## config.mk

```make
export PLATFORM = sky130hd
export DESIGN_NAME = program_sequencer
export DESIGN_NICKNAME = d
export VERILOG_FILES = /design/src/rtl/program_sequencer.sv
export SDC_FILE = /design/constraint.sdc
export NUM_CORES = 1
export LEC_CHECK = 0
export ABC_AREA = 1
export CAP_MARGIN = 15
export CORE_MARGIN = 2
export CORE_UTILIZATION = 35
export DETAILED_ROUTE_END_ITERATION = 16
export GPL_TIMING_DRIVEN = 0
export SLEW_MARGIN = 20
export SYNTH_ARGS = -nofsm -noshare
export SYNTH_HDL_FRONTEND = slang
export SYNTH_SLANG_ARGS = --single-unit
```

## constraint.sdc

```tcl
create_clock -name clk -period 2.6 [get_ports clk]
set_input_delay 0.39 -clock clk [delete_from_list [all_inputs] [get_ports clk]]
set_output_delay 0.39 -clock clk [all_outputs]
set_load 0.03 [all_outputs]
```

## src/rtl/program_sequencer.sv

```systemverilog
// Run controller for the 10-bit CPU: loads a program from a valid/ready stream,
// sequences CPU reset/clock-enable, and reports cycle count and stop reason.
module program_sequencer #(
  parameter int          DEPTH      = 64,
  parameter logic [15:0] MAX_CYCLES = 16'hFFFF
) (
  input  logic                      clk,
  input  logic                      reset,
  input  logic                      load_valid,
  input  logic [9:0]                load_data,
  input  logic                      load_last,
  output logic                      load_ready,
  input  logic                      start,
  input  logic                      abort,
  input  logic                      step_mode,
  input  logic                      step,
  input  logic [9:0]                instr_rd_addr,
  input  logic                      donebit,
  output logic [9:0]                instruction,
  output logic                      cpu_reset_n,
  output logic                      cpu_clk_en,
  output logic                      busy,
  output logic                      done,
  output logic [1:0]                err,
  output logic [$clog2(DEPTH):0]    program_len,
  output logic [15:0]               cycle_count
);

  // state  | meaning
  // IDLE   | CPU held in reset, waiting for a load beat or start
  // LOAD   | receiving program words into mem[wptr]
  // ARM    | one cycle, clears cycle_count/err before release
  // RUN    | CPU out of reset, clock enable gated by step logic
  // HALT   | CPU stopped but not reset, state inspectable

  localparam int AW = $clog2(DEPTH);
  localparam logic [AW:0] LEN_ONE  = {{AW{1'b0}}, 1'b1};
  localparam logic [AW:0] LEN_FULL = {1'b1, {AW{1'b0}}};

  localparam logic [1:0] ERR_NONE     = 2'b00;
  localparam logic [1:0] ERR_OVERFLOW = 2'b01;
  localparam logic [1:0] ERR_RANGE    = 2'b10;
  localparam logic [1:0] ERR_TIMEOUT  = 2'b11;

  typedef enum logic [2:0] {S_IDLE, S_LOAD, S_ARM, S_RUN, S_HALT} state_t;

  state_t        state, state_next;
  logic [9:0]    mem [DEPTH];
  logic [AW:0]   wptr, wptr_next, len_next;
  logic [15:0]   cnt_next;
  logic [1:0]    err_next;
  logic          step_q;
  logic          mem_we;
  logic [AW-1:0] mem_waddr;
  logic          in_range, step_edge, full;

  assign in_range    = {1'b0, instr_rd_addr} < 11'(program_len);
  assign step_edge   = step && !step_q;
  assign full        = wptr[AW];  // wptr never exceeds DEPTH, so the top bit means full
  assign instruction = in_range ? mem[instr_rd_addr[AW-1:0]] : 10'h000;

  always_comb begin
    state_next  = state;
    wptr_next   = wptr;
    len_next    = program_len;
    cnt_next    = cycle_count;
    err_next    = err;
    mem_we      = 1'b0;
    mem_waddr   = wptr[AW-1:0];
    load_ready  = 1'b0;
    cpu_reset_n = 1'b0;
    cpu_clk_en  = 1'b0;
    busy        = 1'b0;
    done        = 1'b0;
    case (state)
      S_IDLE, S_HALT: begin
        load_ready  = !abort;
        cpu_reset_n = (state == S_HALT);
        done        = (state == S_HALT);
        if (abort) begin
          state_next = S_IDLE;
        end else if (load_valid) begin
          mem_we     = 1'b1;
          mem_waddr  = '0;
          wptr_next  = LEN_ONE;
          err_next   = ERR_NONE;
          if (load_last) begin
            len_next   = LEN_ONE;
            state_next = S_IDLE;
          end else begin
            state_next = S_LOAD;
          end
        end else if (start && program_len != '0) begin
          state_next = S_ARM;
        end
      end
      S_LOAD: begin
        load_ready = !full && !abort;
        if (abort) begin
          state_next = S_IDLE;
        end else if (load_valid) begin
          if (full) begin
            err_next   = ERR_OVERFLOW;
            len_next   = LEN_FULL;
            state_next = S_IDLE;
          end else begin
            mem_we    = 1'b1;
            wptr_next = wptr + LEN_ONE;
            if (load_last) begin
              len_next   = wptr + LEN_ONE;
              state_next = S_IDLE;
            end
          end
        end
      end
      S_ARM: begin
        busy = 1'b1;
        if (abort) begin
          state_next = S_IDLE;
        end else begin
          cnt_next   = '0;
          err_next   = ERR_NONE;
          state_next = S_RUN;
        end
      end
      S_RUN: begin
        busy        = 1'b1;
        cpu_reset_n = 1'b1;
        cpu_clk_en  = in_range && (!step_mode || step_edge);
        if (cpu_clk_en && cycle_count != 16'hFFFF) cnt_next = cycle_count + 16'd1;
        if (abort) begin
          state_next = S_IDLE;
        end else if (!in_range) begin
          err_next   = ERR_RANGE;
          state_next = S_HALT;
        end else if (cpu_clk_en && donebit) begin
          state_next = S_HALT;
        end else if (cpu_clk_en && (cycle_count + 16'd1) == MAX_CYCLES) begin
          err_next   = ERR_TIMEOUT;
          state_next = S_HALT;
        end
      end
      default: state_next = S_IDLE;
    endcase
  end

  always_ff @(posedge clk) begin
    if (!reset) begin
      state       <= S_IDLE;
      wptr        <= '0;
      program_len <= '0;
      cycle_count <= '0;
      err         <= ERR_NONE;
      step_q      <= 1'b0;
    end else begin
      state       <= state_next;
      wptr        <= wptr_next;
      program_len <= len_next;
      cycle_count <= cnt_next;
      err         <= err_next;
      step_q      <= step;
    end
  end

  // Memory has no reset; program_len=0 keeps stale words unreachable.
  always_ff @(posedge clk) begin
    if (reset && mem_we) mem[mem_waddr] <= load_data;
  end

endmodule

```

# ---- Yosys cells after proc, flatten, opt, wreduce, memory -nomap -nowiden
# Memories as Yosys holds them, arrays and structs flattened.
# Cells that the tools add are included.
dict set report classes {
  muxes 59
  addsub 2
  eq_ne 23
  reduce_logical 26
  n_lt_le_gt_ge 1
}
# op count
set op_table {}
lappend op_table {{2-to-1 mux 7 bit} 12}
lappend op_table {{2-to-1 mux 3 bit} 11}
lappend op_table {{2-to-1 mux 16 bit} 2}
lappend op_table {{case mux 16 bit (2 select lines)} 1}
lappend op_table {{case mux 7 bit (2 select lines)} 2}
lappend op_table {{2-to-1 mux 2 bit} 11}
lappend op_table {{!= test 2 bit, second input constant} 10}
lappend op_table {{2-to-1 mux 6 bit} 3}
lappend op_table {{adder 16 x 1 -> 16 bit, second input constant} 1}
lappend op_table {{== test 16 bit, second input constant} 1}
lappend op_table {{!= test 16 bit, second input constant} 1}
lappend op_table {{!= test 3 bit, second input constant} 4}
lappend op_table {{case mux 3 bit (4 select lines)} 1}
lappend op_table {{2-to-1 mux 1 bit} 11}
lappend op_table {{< comparator 10 x 7 -> 1 bit} 1}
lappend op_table {{2-to-1 mux 10 bit} 1}
lappend op_table {{AND reduction 10 bit} 1}
lappend op_table {{logical AND 1 bit} 8}
lappend op_table {{!= test 4 bit, second input constant} 2}
lappend op_table {{case mux 2 bit (4 select lines)} 1}
lappend op_table {{adder 7 x 1 -> 7 bit, second input constant} 1}
lappend op_table {{AND reduction 7 bit} 1}
lappend op_table {{nonzero test 7 bit} 1}
lappend op_table {{== test 3 x 2 -> 1 bit, second input constant} 2}
lappend op_table {{other kinds (14)} 21}
dict set report totals {
  register_bits 36
  mem_bits_rw 640
  mem_count 1
  input_bits 29
  output_inout_bits 40
}
# memory depth width rd rd_clocked_by_memory_dff wr line
set mem_list {}
lappend mem_list {mem 64 10 1 0 1 48} ;# logic [9:0] mem [DEPTH];

# ---- Longest topological paths before layout
# Gate-level depths: netlist of run 1.
dict set report depth {
  ltp_word 10
  depth_mapped 15
  mapped_depth_nobuf 15
}

# ---- Worst setup path after synthesis of run 1
# Ideal clock, no wire load.
dict set report synth_path {
  path_type {input-to-output}
  startpoint {input port instr_rd_addr[0]}
  endpoint {output port instruction[3]}
  t_arrival_ns 2.098
  required_ns 2.210
  path_stages 13
  path_slack_ns 0.112
  cell_sequence {buf_2 inv_2 buf_4 buf_6 clkbuf_1 o21ai_0 o22ai_1 nand2_1 nand3_1 nand3_1 nand3_1 nand2_1 a31oi_1}
}
dict set report synth_between {
  elab_chain_cells 2
  word_cells_on_any_way 3
  cone_classes {order compare (1); mux (1); memory (1)}
}
# item line
set synth_rtl {}
lappend synth_rtl {{start: declaration} 17} ;# input logic [9:0] instr_rd_addr,
lappend synth_rtl {{memory (64 x 10 bit) / < comparator 10 x 7 -> 1 bit (equally long branches)} --}
lappend synth_rtl {{2-to-1 mux 10 bit (*)} 60} ;# assign instruction = in_range ? mem[instr_rd_addr[AW-1:0]] : 10'h000;
lappend synth_rtl {{end: declaration} 19} ;# output logic [9:0] instruction,
# Mark *: on every way between the ends. The rest lies on a longest branch, timed or not.

# ---- Worst setup path after layout of run 1
# Ends and elaborated chain as after synthesis.

==> results.toml, run 1 <==
[yosys]
synth_fp_nets = 2389
synth_edf_count = 640
synth_area_um2 = 27800
yosysSeqAreaShare_pct = 71.8
async_reset_ff_share_pct = 0
ys_top_cells_by_area = "edfxtp_1, nor2_1, o21ai_0, nand2_1, o22ai_1"
synth.largest_area_cell = "edfxtp_1"
ys.flop_type = "edfxtp_1"
synth_seq_cells = 676
synth_top_area_share_pct = 69.2
syn_inst = 2351
ys_warn_count = 0
ys_types = 43
syn_area_per_cell_um2 = 11.8

[critical_path]
required_ns = 2.21
start_kind = "input pin"
worst_r2r_path_depth = 13
crit_path_top_delay_cell = "o22ai_2"
cp_max_fo = 7
path_class = "in2out"
crit_chain = "buf_12 > inv_8 > buf_12 > buf_6 > buf_12 > buf_12 > buf_12 > o21ai_0 > o22ai_2 > nand2_1 > nand3_1 > nand3_1 > nand3_2 > nand2_4 > a31oi_4 > buf_6"
worstReg2RegEnd = "mem[30][5]"
worstSetupStartpoint = "instr_rd_addr[0]"
reg2reg_slack_ns = 0.03
r2r-start = "state[0]"
arrival_ns = 2.47
crit_path_end_kind = "primary output"
path_common_cell = "buf_12"
max_stage_delay_ns = 0.28

[cells_and_area]
fillers = 6863
antennaDiodeCount = 0
drive_gt1_share_pct = 22.9
nets = 2653
area_delta_synth_final_pct = 29.0

[clock_tree]
clkTransAtPathRegs_ns = 0.07
ctsHoldBuffers = 0
clk_path_buf_depth = 3
cts_tree = "built"
numCtsBuffers = 67
h-tree-depth = 3
cts_sinks = 676
worstSkewPairLatency_ns = 0.62
root_buffer = "clkbuf_16"

[sta]
relSlewSlack_pct = 41.3
max_freq_ghz = 0.350
hold_viol_final = 0
fin_hold_ws_ns = 0.263
rsz0062_at_grt = "true"
maxSlewViolCount = 0
min_period_ns = 2.86
worst_pin_slew_ns = 0.878
final-setup-viol-count = 10
finalClockSkew_ns = 0.0233
fin_crit_sh_pct = 110
setup_ws_ns = -0.259

[flow_run]
maxCapViolCount = 0

[detailed_routing]
drc = 0
routed_wl_um = 101000
first_pass_iters = 7
drtIter0Drc = 3080
wire_per_inst_um = 27.1
vias = 21300
vias_per_cell = 5.74
ant_nets = 0

[floorplanning]
rows = 103
die_y_um = 286
dieArea_um2 = 81600
initial_core_util_pct = 35.2
die_width_um = 286
num_io_pins = 69
core-area_um2 = 78700

[worst_hold_path]
worstHoldPathCells = 1
hold_end = "mem[28][3]"
hold_path_class = "in2reg"
min-delay-start = "load_data[3]"

[grt]
antenna_found_initial = 6
gr-total-overflow = 0
grt_pass1_wl_um = 139000
grt_pass1_vias = 19900
grt_usage_pct = 23.7
grt_start_max_net_pins = 65

[placement]
portBuffers = 67
dp_hpwl_um = 64700
gp_congestion = 1.02

[power]
irDropWorstVdd_mv = 0.489
power_density_nw_per_um2 = 673
p_total_mw = 24.1
power.leakage_nw = 12.0

[status]
violations = "negative setup slack"
outcome = "complete, but fails checks"
worst max-delay path by stage:
| stage | to | slack [ns] | cells after the start |
|---|---|---|---|
| finish | instruction[3] | -0.26 | 16 |
| global route | instruction[9] | -0.30 | 16 |
| CTS | mem[17][5] | -0.64 | 10 |
| detailed placement | instruction[2] | -2.40 | 12 |
| global placement | instruction[9] | -2.31 | 13 |
| floorplan | instruction[3] | 0.11 | 13 |
stage by stage:
| step | instances | setup WS, ns | utilization [%] | instance area, µm² | TNS (ns) |
|---|---|---|---|---|---|
| 2_1_floorplan | 2351 | 0.112 | - | 27800 | 0 |
| 3_3_place_gp | 3468 | -2.31 | 37.8 | 29700 | -1085.93 |
| 3_5_place_dp | 3473 | -2.40 | 38.0 | 29900 | -714.13 |
| 4_1_cts | 3651 | -0.636 | 43.7 | 34400 | -104.94 |
| 5_1_grt | 3714 | -0.302 | 45.5 | 35800 | -6.76 |
| 6_report | 3714 | -0.259 | 45.5 | 35800 | -1.88 |
kinds of logic (layout without fill, tap and decap cells):
family	Yosys count	after routing	share of synthesized area, %
and+or+nand+nor	867	867	12.7
DFF	676	676	71.8
AOI/OAI and AO/OA	579	579	11.8
buffers and inverters	216	529	3.15
adders and majority gates	9	9	0.406
xor gates and xnor gates	4	4	0.126
routing by layer:
metal | wire length [µm] | global-route usage, % | vias to the layer above
met3 | 12700 | 7.48 | 289
met4 | 4710 | 10.2 | 6
li1 | - | - | 9089
met5 | 46 | 0 | -
met2 | 45000 | 36.6 | 1405
met1 | 38300 | 30.7 | 10500
synthesized netlist by cell type, types with 8 or more instances:
master / instances
o21ai_0: 298
nor2_1: 404
nor3_1: 8
dfxtp_1: 36
buf_2: 21
ha_1: 9
a22o_1: 8
o21ai_1: 17
inv_1: 63
edfxtp_1: 640
a32o_1: 12
o211ai_1: 21
a21oi_1: 68
nand4_1: 9
o22ai_1: 133
nand2_1: 295
clkbuf_1: 109
nand3_1: 136
area by class of cell:
class / count / area, µm² / area share (%)
sequential: 676 / 19900 / 55.7
multi-input combinational: 1459 / 8250 / 23.1
timing repair buffer: 196 / 2460 / 6.88
clock buffer: 78 / 1760 / 4.92
buffer: 141 / 1390 / 3.88
tap: 1050 / 1310 / 3.67
clock inverter: 40 / 358 / 1.00
inverter: 73 / 303 / 0.846
timing repair inverter: 1 / 16.3 / 0.0454
power breakdown:
part	switching, mW	total [mW]	internal, mW
sequential	0.0660	12.0	12.0
clock	4.16	9.61	5.45
combinational	1.67	2.45	0.782
state kept, by name, summed over array words and instances (netlist names):
| register | count |
|---|---|
| mem | 640 |
| program_len | 7 |
| wptr | 7 |
| step_q | 1 |
| cycle_count | 16 |
| state | 3 |
| err | 2 |
critical path: cells and delay by family:
kind | cells | cell delay, ns
simple gates | 5 | 0.52
compound gates | 3 | 0.59
buf+inv | 8 | 0.96
what timing repair did:
action                                  4_1_cts  5_1_grt
gates cloned                                  4        2
resized for setup                           581      121
endpoints found under the hold margin         0        0
buffers inserted                             56       65
endpoints found under the setup margin      653      626
pin swaps                                    62       76
cells in the final DEF (no fill, tap or decap), drive strengths merged, types with 71 or more instances in the layout:
master  netlist  final
nand2       299    299
a21oi        74     74
o21ai       315    315
o22ai       133    133
nor2        407    407
inv          69     71
clkbuf      109    183
nand3       137    137
edfxtp      640    640
buf          34    188
Power figures use the tool's default switching activity.
==> inputs of run 2 (changes only) <==
--- a/config.mk
+++ b/config.mk
@@ -10,6 +10,7 @@
 export CORE_MARGIN = 2
 export CORE_UTILIZATION = 35
 export DETAILED_ROUTE_END_ITERATION = 16
+export DONT_BUFFER_PORTS = 1
 export GPL_TIMING_DRIVEN = 0
 export SLEW_MARGIN = 20
 export SYNTH_ARGS = -nofsm -noshare
==> results.toml, run 2 (synthesis results as in run 1) <==
[cells_and_area]
regMostFlops = "mem"
nets = 2567
area_delta_synth_final_pct = 24.9
final_cell_mix = "edfxtp_1, nor2_1, o21ai_0"
final-seq-area_um2 = 20000
largest_reg_flops = 640
utilization_pct = 44.0
multi_input_area_um2 = 8060
drive_gt1_share_pct = 19.9
final_area_um2 = 34700
reg_top3 = "mem (640), cycle_count (16)"
fillers = 7053
antennaDiodeCount = 0
layout.cells.non_filler = 3630
final_common_cell = "edfxtp_1"

[detailed_routing]
routed_wl_um = 100000
drc = 0
first_pass_iters = 6
drtIter0Drc = 3014
vias_per_cell = 5.75
vias = 20900
wire_per_inst_um = 27.6
ant_nets = 0

[clock_tree]
h-tree-depth = 3
worstSkewPairLatency_ns = 0.62
cts_tree = "built"
cts_sinks = 676
numCtsBuffers = 69
clk_path_buf_depth = 3
clkTransAtPathRegs_ns = 0.06
root_buffer = "clkbuf_16"

[sta]
final-setup-viol-count = 11
hold_viol_final = 0
maxSlewViolCount = 0
finalClockSkew_ns = 0.0253
fin_crit_sh_pct = 110
worst_pin_slew_ns = 1.06
rsz0062_at_grt = "true"
fin_tns_setup_ns = -2.37
min_period_ns = 2.87
setup_ws_ns = -0.271
fin_hold_ws_ns = 0.0564
max_freq_ghz = 0.348
relSlewSlack_pct = 29.2

[grt]
grt_pass1_wl_um = 140000
grt_usage_pct = 23.8
antenna_found_initial = 3
gr-total-overflow = 0
grt_pass1_vias = 19600
grt_start_max_net_pins = 65

[floorplanning]
dieArea_um2 = 81600
initial_core_util_pct = 35.2
die_width_um = 286
num_io_pins = 69
die_y_um = 286
rows = 103
core-area_um2 = 78700

[worst_hold_path]
hold_path_class = "in2reg"
worstHoldPathCells = 4

[critical_path]
worstReg2RegEnd = "mem[32][7]"
worstSetupStartpoint = "program_len[6]"
r2r-start = "state[0]"
arrival_ns = 2.48
cp_max_fo = 4
path_class = "reg2out"
worst_r2r_path_depth = 11
crit_end = "instruction[7]"
start_kind = "flop"
crit_path_end_kind = "primary output"
reg2reg_slack_ns = 0.08
required_ns = 2.21

[placement]
gp_congestion = 1.00
place_area_um2 = 29200
dp_hpwl_um = 65000
dp_slack_ns = -1.40
numPlacedInstances = 3404
portBuffers = 0

[flow_run]
maxCapViolCount = 0

[status]
outcome = "complete, but fails checks"
violations = "negative setup slack"

[power]
irDropWorstVdd_mv = 0.519
power_density_nw_per_um2 = 685
power.leakage_nw = 11.4
p_total_mw = 23.7
==> run 2: layer usage <==
layer	vias up	track usage (%)	wire length (µm)
met5	-	0	17
met4	2	11.3	5320
met3	290	5.73	11800
met2	1377	37.6	45300
met1	10300	31.0	37700
li1	8937	-	-
==> run 2: where the power goes <==
| part | total, mW | leakage, nW | switching [mW] | internal, mW |
|---|---|---|---|---|
| clock network | 9.49 | 1.05 | 4.24 | 5.25 |
| registers | 12.1 | 6.05 | 0.135 | 12.0 |
| logic | 2.16 | 4.34 | 1.52 | 0.643 |
| total | 23.7 | 11.4 | 5.89 | 17.9 |
==> run 2: repair_timing <==
action                                  in CTS  in global routing
endpoints found under the setup margin     674                645
gates cloned                                 3                  0
endpoints found under the hold margin      644                  0
buffers inserted                            50                 40
hold buffers                                12                  0
pin swaps                                   49                 48
resized for setup                          430                 63
==> run 2: area by class of cell <==
cell class,count,area share (%)
Buffer,142,3.54
Clock buffer,83,5.28
Clock inverter,39,0.805
Inverter,73,0.856
Multi-Input combinational cell,1459,23.3
Sequential cell,676,57.6
Tap cell,1050,3.79
Timing Repair Buffer,108,4.87
==> run 2: worst min-delay path by stage <==
stage                            start        endpoint  slack [ns]
after global placement            step          step_q        0.49
after detailed placement  load_data[5]      mem[21][5]        0.50
after global routing             reset  cycle_count[1]        0.08
after floorplan                   step          step_q        0.49
final                            start        state[0]        0.06
after CTS                        reset         wptr[5]        0.02
==> run 2: worst max-delay path: stages, from the launching register on <==
cell      delay, ns
dfxtp_4        0.42
inv_4          0.07
ha_4           0.26
inv_2          0.04
nor3_4         0.28
nand3_2        0.15
nand3_4        0.15
clkinv_8       0.06
buf_8          0.14
buf_6          0.13
nand2_8        0.09
nor2_4         0.08
